--- src/rtl/pec_pkg.sv ---
// Shared definitions for the PEC entry FIFO read side.
// Holds the entry geometry (width, lane count, flag bit positions),
// the serializer state encoding and a helper that derives the index
// of the last valid byte lane of a held entry.
package pec_pkg;

    localparam int ENTRY_W    = 242;
    localparam int LANES      = 30;
    localparam int SOP_BIT    = 241;
    localparam int EOP_BIT    = 240;
    localparam int COUNT_LANE = 29;

    typedef enum logic {
        IDLE = 1'b0,
        SEND = 1'b1
    } state_t;

    // Last lane to emit for an entry. A full entry ends on lane 29; an eop
    // entry ends on lane n-1, and an out-of-range count is treated as 29.
    function automatic logic [4:0] lastLaneOf(input logic eop, input logic [7:0] n);
        logic [4:0] last;
        if (!eop) begin
            last = 5'(LANES - 1);
        end else if ((n == 8'd0) || (n > 8'(COUNT_LANE))) begin
            last = 5'(COUNT_LANE - 1);
        end else begin
            last = 5'(n - 8'd1);
        end
        return last;
    endfunction

endpackage

--- src/rtl/pec_entry_serializer_if.sv ---
// Bundle of the serializer's FIFO read port and byte-stream egress port.
//   iFifoEmpty / iFifoData : show-ahead FIFO head (driven by the FIFO side)
//   oFifoRe                : pop strobe back to the FIFO
//   oValid / iReady        : byte-stream handshake
//   oData / oSop / oEop    : byte and packet delimiters
//   oErr                   : malformed-entry pulse
// The slave modport is the serializer's view; master is the environment.
interface pec_entry_serializer_if;
    import pec_pkg::*;

    logic               iFifoEmpty;
    logic [ENTRY_W-1:0] iFifoData;
    logic               oFifoRe;
    logic               oValid;
    logic               iReady;
    logic [7:0]         oData;
    logic               oSop;
    logic               oEop;
    logic               oErr;

    modport slave (
        input  iFifoEmpty, iFifoData, iReady,
        output oFifoRe, oValid, oData, oSop, oEop, oErr
    );

    modport master (
        output iFifoEmpty, iFifoData, iReady,
        input  oFifoRe, oValid, oData, oSop, oEop, oErr
    );

endinterface

--- src/rtl/pec_entry_serializer.sv ---
// Read side of the PEC 8x242 entry FIFO. Pops entries from the FIFO's
// show-ahead port into a hold register and emits them one byte per
// accepted handshake with sop/eop delimiters. The next entry is captured
// on the same edge as the last byte's handshake, so full-rate traffic has
// no idle cycle between entries.
// Ports:
//   iClk  : clock
//   iRstn : asynchronous active-low reset
//   bus   : FIFO read port + byte-stream egress (pec_entry_serializer_if.slave)
module pec_entry_serializer
    import pec_pkg::*;
(
    input  logic                     iClk,
    input  logic                     iRstn,
    pec_entry_serializer_if.slave    bus
);

    state_t             state_q, state_d;
    logic [4:0]         lane_q, lane_d;
    logic [ENTRY_W-1:0] hold_q, hold_d;
    logic               inPkt_q, inPkt_d;
    logic               err_q, err_d;

    logic [4:0]         lastLane;
    logic [7:0]         laneByte;
    logic               accept;
    logic               lastAccept;
    logic               capture;
    logic               newSop;
    logic               newEop;
    logic [7:0]         newCount;
    logic               newErr;

    assign lastLane = lastLaneOf(hold_q[EOP_BIT], hold_q[8*COUNT_LANE +: 8]);

    // 30:1 byte mux selecting the lane currently presented downstream.
    always_comb begin
        laneByte = '0;
        for (int k = 0; k < LANES; k++) begin
            if (lane_q == 5'(k)) begin
                laneByte = hold_q[8*k +: 8];
            end
        end
    end

    assign accept     = (state_q == SEND) & bus.iReady;
    assign lastAccept = accept & (lane_q == lastLane);

    // Pop is combinational and gated by reset so nothing is consumed while
    // the block is held in reset; the capture happens on the same edge.
    assign capture     = iRstn & ~bus.iFifoEmpty & ((state_q == IDLE) | lastAccept);
    assign bus.oFifoRe = capture;

    // Flag decode of the FIFO head, used only when it is being captured.
    // A single malformed entry raises one pulse even if several checks trip.
    assign newSop   = bus.iFifoData[SOP_BIT];
    assign newEop   = bus.iFifoData[EOP_BIT];
    assign newCount = bus.iFifoData[8*COUNT_LANE +: 8];
    assign newErr   = (newEop & ((newCount == 8'd0) | (newCount > 8'(COUNT_LANE))))
                    | (newSop & inPkt_q)
                    | (~newSop & ~inPkt_q);

    // Next-state logic: a capture restarts the lane counter on the new
    // entry; otherwise an accepted byte either advances the lane or, on the
    // last lane with nothing to reload, returns to IDLE. A stall holds all.
    always_comb begin
        state_d = state_q;
        lane_d  = lane_q;
        hold_d  = hold_q;
        inPkt_d = inPkt_q;
        err_d   = 1'b0;
        if (capture) begin
            state_d = SEND;
            lane_d  = '0;
            hold_d  = bus.iFifoData;
            err_d   = newErr;
            if (newEop) begin
                inPkt_d = 1'b0;
            end else if (newSop) begin
                inPkt_d = 1'b1;
            end
        end else if (lastAccept) begin
            state_d = IDLE;
        end else if (accept) begin
            lane_d = lane_q + 5'd1;
        end
    end

    // State register; reset discards any held entry rather than resuming it.
    always_ff @(posedge iClk or negedge iRstn) begin
        if (!iRstn) begin
            state_q <= IDLE;
            lane_q  <= '0;
            hold_q  <= '0;
            inPkt_q <= 1'b0;
            err_q   <= 1'b0;
        end else begin
            state_q <= state_d;
            lane_q  <= lane_d;
            hold_q  <= hold_d;
            inPkt_q <= inPkt_d;
            err_q   <= err_d;
        end
    end

    assign bus.oValid = (state_q == SEND);
    assign bus.oData  = laneByte;
    assign bus.oSop   = hold_q[SOP_BIT] & (lane_q == 5'd0);
    assign bus.oEop   = hold_q[EOP_BIT] & (lane_q == lastLane);
    assign bus.oErr   = err_q;

endmodule

--- src/flat_wrapper.sv ---
// flat-port wrapper written by rule: the top's interface ports become plain ports
module pec_entry_serializer_flat import pec_pkg::*;
  (iClk, iRstn, bus_iFifoEmpty, bus_iFifoData, bus_iReady, bus_oFifoRe, bus_oValid, bus_oData, bus_oSop, bus_oEop, bus_oErr);
  pec_entry_serializer_if bus_i ();
  input  logic iClk;
  input  logic iRstn;
  input wire logic [$bits(bus_i.iFifoEmpty)-1:0] bus_iFifoEmpty;
  input wire logic [$bits(bus_i.iFifoData)-1:0] bus_iFifoData;
  input wire logic [$bits(bus_i.iReady)-1:0] bus_iReady;
  output wire logic [$bits(bus_i.oFifoRe)-1:0] bus_oFifoRe;
  output wire logic [$bits(bus_i.oValid)-1:0] bus_oValid;
  output wire logic [$bits(bus_i.oData)-1:0] bus_oData;
  output wire logic [$bits(bus_i.oSop)-1:0] bus_oSop;
  output wire logic [$bits(bus_i.oEop)-1:0] bus_oEop;
  output wire logic [$bits(bus_i.oErr)-1:0] bus_oErr;
  assign bus_i.iFifoEmpty = bus_iFifoEmpty;
  assign bus_i.iFifoData = bus_iFifoData;
  assign bus_i.iReady = bus_iReady;
  assign bus_oFifoRe = bus_i.oFifoRe;
  assign bus_oValid = bus_i.oValid;
  assign bus_oData = bus_i.oData;
  assign bus_oSop = bus_i.oSop;
  assign bus_oEop = bus_i.oEop;
  assign bus_oErr = bus_i.oErr;
  pec_entry_serializer u_core (.iClk(iClk), .iRstn(iRstn), .bus(bus_i));
endmodule
--- config.mk ---
export PLATFORM = sky130hd
export DESIGN_NAME = pec_entry_serializer_flat
export DESIGN_NICKNAME = d
export VERILOG_FILES = /design/src/rtl/pec_pkg.sv /design/src/rtl/pec_entry_serializer_if.sv /design/src/rtl/pec_entry_serializer.sv /design/src/flat_wrapper.sv
export SDC_FILE = /design/constraint.sdc
export NUM_CORES = 1
export LEC_CHECK = 0
export BUFFER_PORTS_ARGS = -buffer_cell sky130_fd_sc_hd__buf_2
export CORE_MARGIN = 2
export CORE_UTILIZATION = 62
export CTS_BUF_LIST = sky130_fd_sc_hd__clkbuf_2 sky130_fd_sc_hd__clkbuf_4 sky130_fd_sc_hd__clkbuf_8
export DETAILED_ROUTE_END_ITERATION = 8
export GPL_TIMING_DRIVEN = 0
export PLACE_DENSITY = 0.88
export SETUP_SLACK_MARGIN = 0.4
export SKIP_CTS_REPAIR_TIMING = 1
export SYNTH_ARGS = -nofsm -noshare
export SYNTH_HDL_FRONTEND = slang
export SYNTH_SLANG_ARGS = --single-unit
export TNS_END_PERCENT = 30
--- constraint.sdc ---
create_clock -name iClk -period 6.39 [get_ports iClk]
set_input_delay 0.3195 -clock iClk [delete_from_list [all_inputs] [get_ports iClk]]
set_output_delay 0.3195 -clock iClk [all_outputs]
set_load 0.05 [all_outputs]
==> impl_metrics.yaml <==
yosys:
  synth_nets: 1376
  async_reset_ff_share_pct: 100
  synth_edf_count: 0
  synthSimpleGateAreaFrac_pct: 10.0
  yosysWarnings: 0
  muxShareOfSynthArea_pct: 26.0
  ys_seq_area_share_pct: 45.8
  ys_seq_elements: 250
  synth_top_family_by_area: "multiplexers"
  synth_xor_area_share_pct: 0.320
  syn-cell-area_um2: 13700
  synth_compound_area_share_pct: 13.0
  synthAdderAreaFrac_pct: 0.733
  synthesis.instances: 1122
  ys_types: 65
  avgSynthCellArea_um2: 12.2
  ys.flop_type: "dfrtp_1"
worst_setup_path:
  cp_max_fo: 10
  start_kind: "register"
  end_kind: "primary output"
  critical_path_class: "register to primary output"
  worstPathArrival_ns: 5.34
  worstPathRequired_ns: 6.07
drt:
  postRouteAntennaNets: 0
  routed_via_density: 6.72
  drc: 0
  num_vias: 12400
  dr.pass1.iters: 7
  wirelength_um: 48100
  first_iter_violations: 1866
  wl_per_cell_um: 26.1
clocking:
  clock_tree.root_cell: "clkbuf_8"
  tritoncts: "done"
  cts.clk_slew.worst_paths_ns: 0.07
  clk_latency_ns: 0.59
  cts.path.max_buffers: 3
  cts_sinks: 250
  cts_buffers: 41
  cts.htree.levels: 2
finish:
  diodes: 0
  layout-drive-gt1-share_pct: 38.6
  areaGrowthSynthToFinish_pct: 26.9
  design_area_um2: 17300
  nets: 1792
sta:
  max_freq_ghz: 0.177
  rsz0062_at_grt: "false"
  post-route-min-period_ns: 5.66
  setup_tns_ns: 0
  fin_crit_sh_pct: 88.5
  max-slew-margin-rel_pct: -0.783
  whs_ns: -0.0149
  hold_violations: 23
  finalSetupViolCount: 0
  skew_ns: 0.0568
  worst_pin_slew_ns: 1.49
  slew_violations: 1
global_route:
  antenna_found_initial: 0
  grt_use_total_pct: 35.9
  gr-total-overflow: 0
  grt_pass1_wl_um: 65400
  grt_max_degree: 94
  grt_pass1_vias: 11500
pwr:
  power_density_nw_per_um2: 473
  leakage_nw: 8.88
  ir_drop_mv: 0.242
place:
  place_hpwl_um: 30900
  place_area_um2: 15400
  port_buffers: 257
  gp_congestion: 0.976
die:
  die_h_um: 152
  initial_core_util_pct: 62.8
  chipWidth_um: 152
  boundaryPins: 259
  dieArea_um2: 23200
  core_um2: 21800
  rows: 54
worst_hold_path:
  hold_class: "input pin to register"
flow_run:
  maxCapViolations: 1
status:
  status: "finished with violations"
  violations: "negative hold slack, max-capacitance violations, max-slew violations"
[layout by cell type, fill, tap and decap left out, drive strengths merged, types with 6 or more instances in the layout]
cell / instances
nor3b: 6
ha: 8
nor4: 6
dfrtp: 250
nor2: 55
buf: 297
nor2b: 11
a21oi: 76
o21ai: 41
a2111oi: 6
o22ai: 28
nand2b: 6
nand3: 31
nand2: 65
nor3: 14
nand3b: 7
inv: 18
clkbuf: 102
a211oi: 10
dlygate4sd3: 114
o211ai: 11
nand4: 9
o221ai: 17
nor4bb: 7
and3: 8
a221oi: 17
mux2: 240
a22oi: 16
[sequential cells by signal, summed over array words and instances, names as in the netlist]
signal	count
u_core.bus.oValid	1
u_core.inPkt_q	1
u_core.hold_q	242
u_core.bus.oErr	1
u_core.lane_q	5
[cell type report]
type / count / area (µm²)
multi-input cells: 776 / 6840
fillers: 1263 / 4420
clock buffers: 61 / 758
flip-flops and latches: 250 / 6260
clock inverters: 7 / 71.3
plain buffers: 79 / 503
inverters: 17 / 63.8
well taps: 280 / 350
repair buffers: 373 / 2490
[worst paths after layout]
kind                       cells past startpoint  slack [ns]                 end                from
setup / recovery                              14        0.73        bus_oData[7]    u_core.lane_q[0]
hold / removal                                 2       -0.01  u_core.hold_q[168]  bus_iFifoData[168]
setup reg to reg                              11        2.99   u_core.hold_q[61]  u_core.hold_q[232]
hold reg to reg                                2        0.49  u_core.hold_q[241]  u_core.hold_q[241]
max in group asynchronous                      4        4.79  u_core.hold_q[218]               iRstn
min in group asynchronous                      2        0.29   u_core.hold_q[69]               iRstn
[cell usage after synthesis (11+ instances only)]
cell type / n / share of area (%)
o22ai_1: 28 / 1.3
clkbuf_1: 41 / 1.1
nor2_1: 55 / 1.5
a221oi_1: 16 / 1.0
a21oi_1: 76 / 2.8
inv_1: 17 / 0.47
dfrtp_1: 250 / 46
o211ai_1: 11 / 0.60
nor2b_1: 11 / 0.50
mux2_2: 16 / 1.3
o221ai_1: 17 / 1.1
buf_6: 25 / 2.1
nand2_1: 65 / 1.8
mux2_4: 224 / 25
o21ai_0: 41 / 1.5
nand3_1: 31 / 1.1
a22oi_1: 16 / 0.88
nor3_1: 14 / 0.51
[kinds of logic after synthesis]
kind of cell,Yosys count
flip-flops,250
adder cells (fa/ha/maj),8
AO/OA/AOI/OAI,264
buffers and inverters,96
AND/OR/NAND/NOR,258
XOR/XNOR,5
multiplexers,241
[where the power goes]
group          internal (mW)  total [mW]  switching [mW]  leakage (nW)
sequential              2.35        3.01           0.659          3.22
clock                  0.799        1.49           0.690         0.437
combinational           1.76        3.71            1.94          5.22
[metrics by stage]
| step | power [mW] | std cells | setup slack [ns] | utilization (%) |
|---|---|---|---|---|
| finish | 8.20 | 1843 | 0.733 | 79.7 |
| global route | 8.46 | 1843 | 0.760 | 79.7 |
| CTS | 7.85 | 1729 | 1.24 | 74.4 |
| detailed placement | 6.36 | 1661 | 1.90 | 70.6 |
| global placement | 6.22 | 1659 | 0.187 | 70.3 |
| floorplan | 5.30 | 1122 | 2.22 | - |
[layer usage]
metal | vias to the layer above | global-route usage [%] | share of wire, %
met4 | 0 | 15.3 | 7.5
li1 | 5024 | - | -
met3 | 339 | 7.45 | 11
met1 | 5890 | 48.5 | 35
met5 | - | 0 | 0
met2 | 1135 | 57.1 | 46
[worst max-delay path, cell delays in order (launching register included)]
cell and delay, ns:
dfrtp_1 0.53, ha_1 0.31, clkbuf_1 0.60, clkbuf_1 0.56, and3_1 0.26, ha_1 0.19
buf_1 0.35, a221oi_1 0.17, nand3_1 0.19, a221o_1 0.12, a21oi_1 0.05, a211oi_1 0.56
o21ai_0 0.31, a21oi_1 0.25, buf_2 0.30
(Power assumes the default switching activity.)
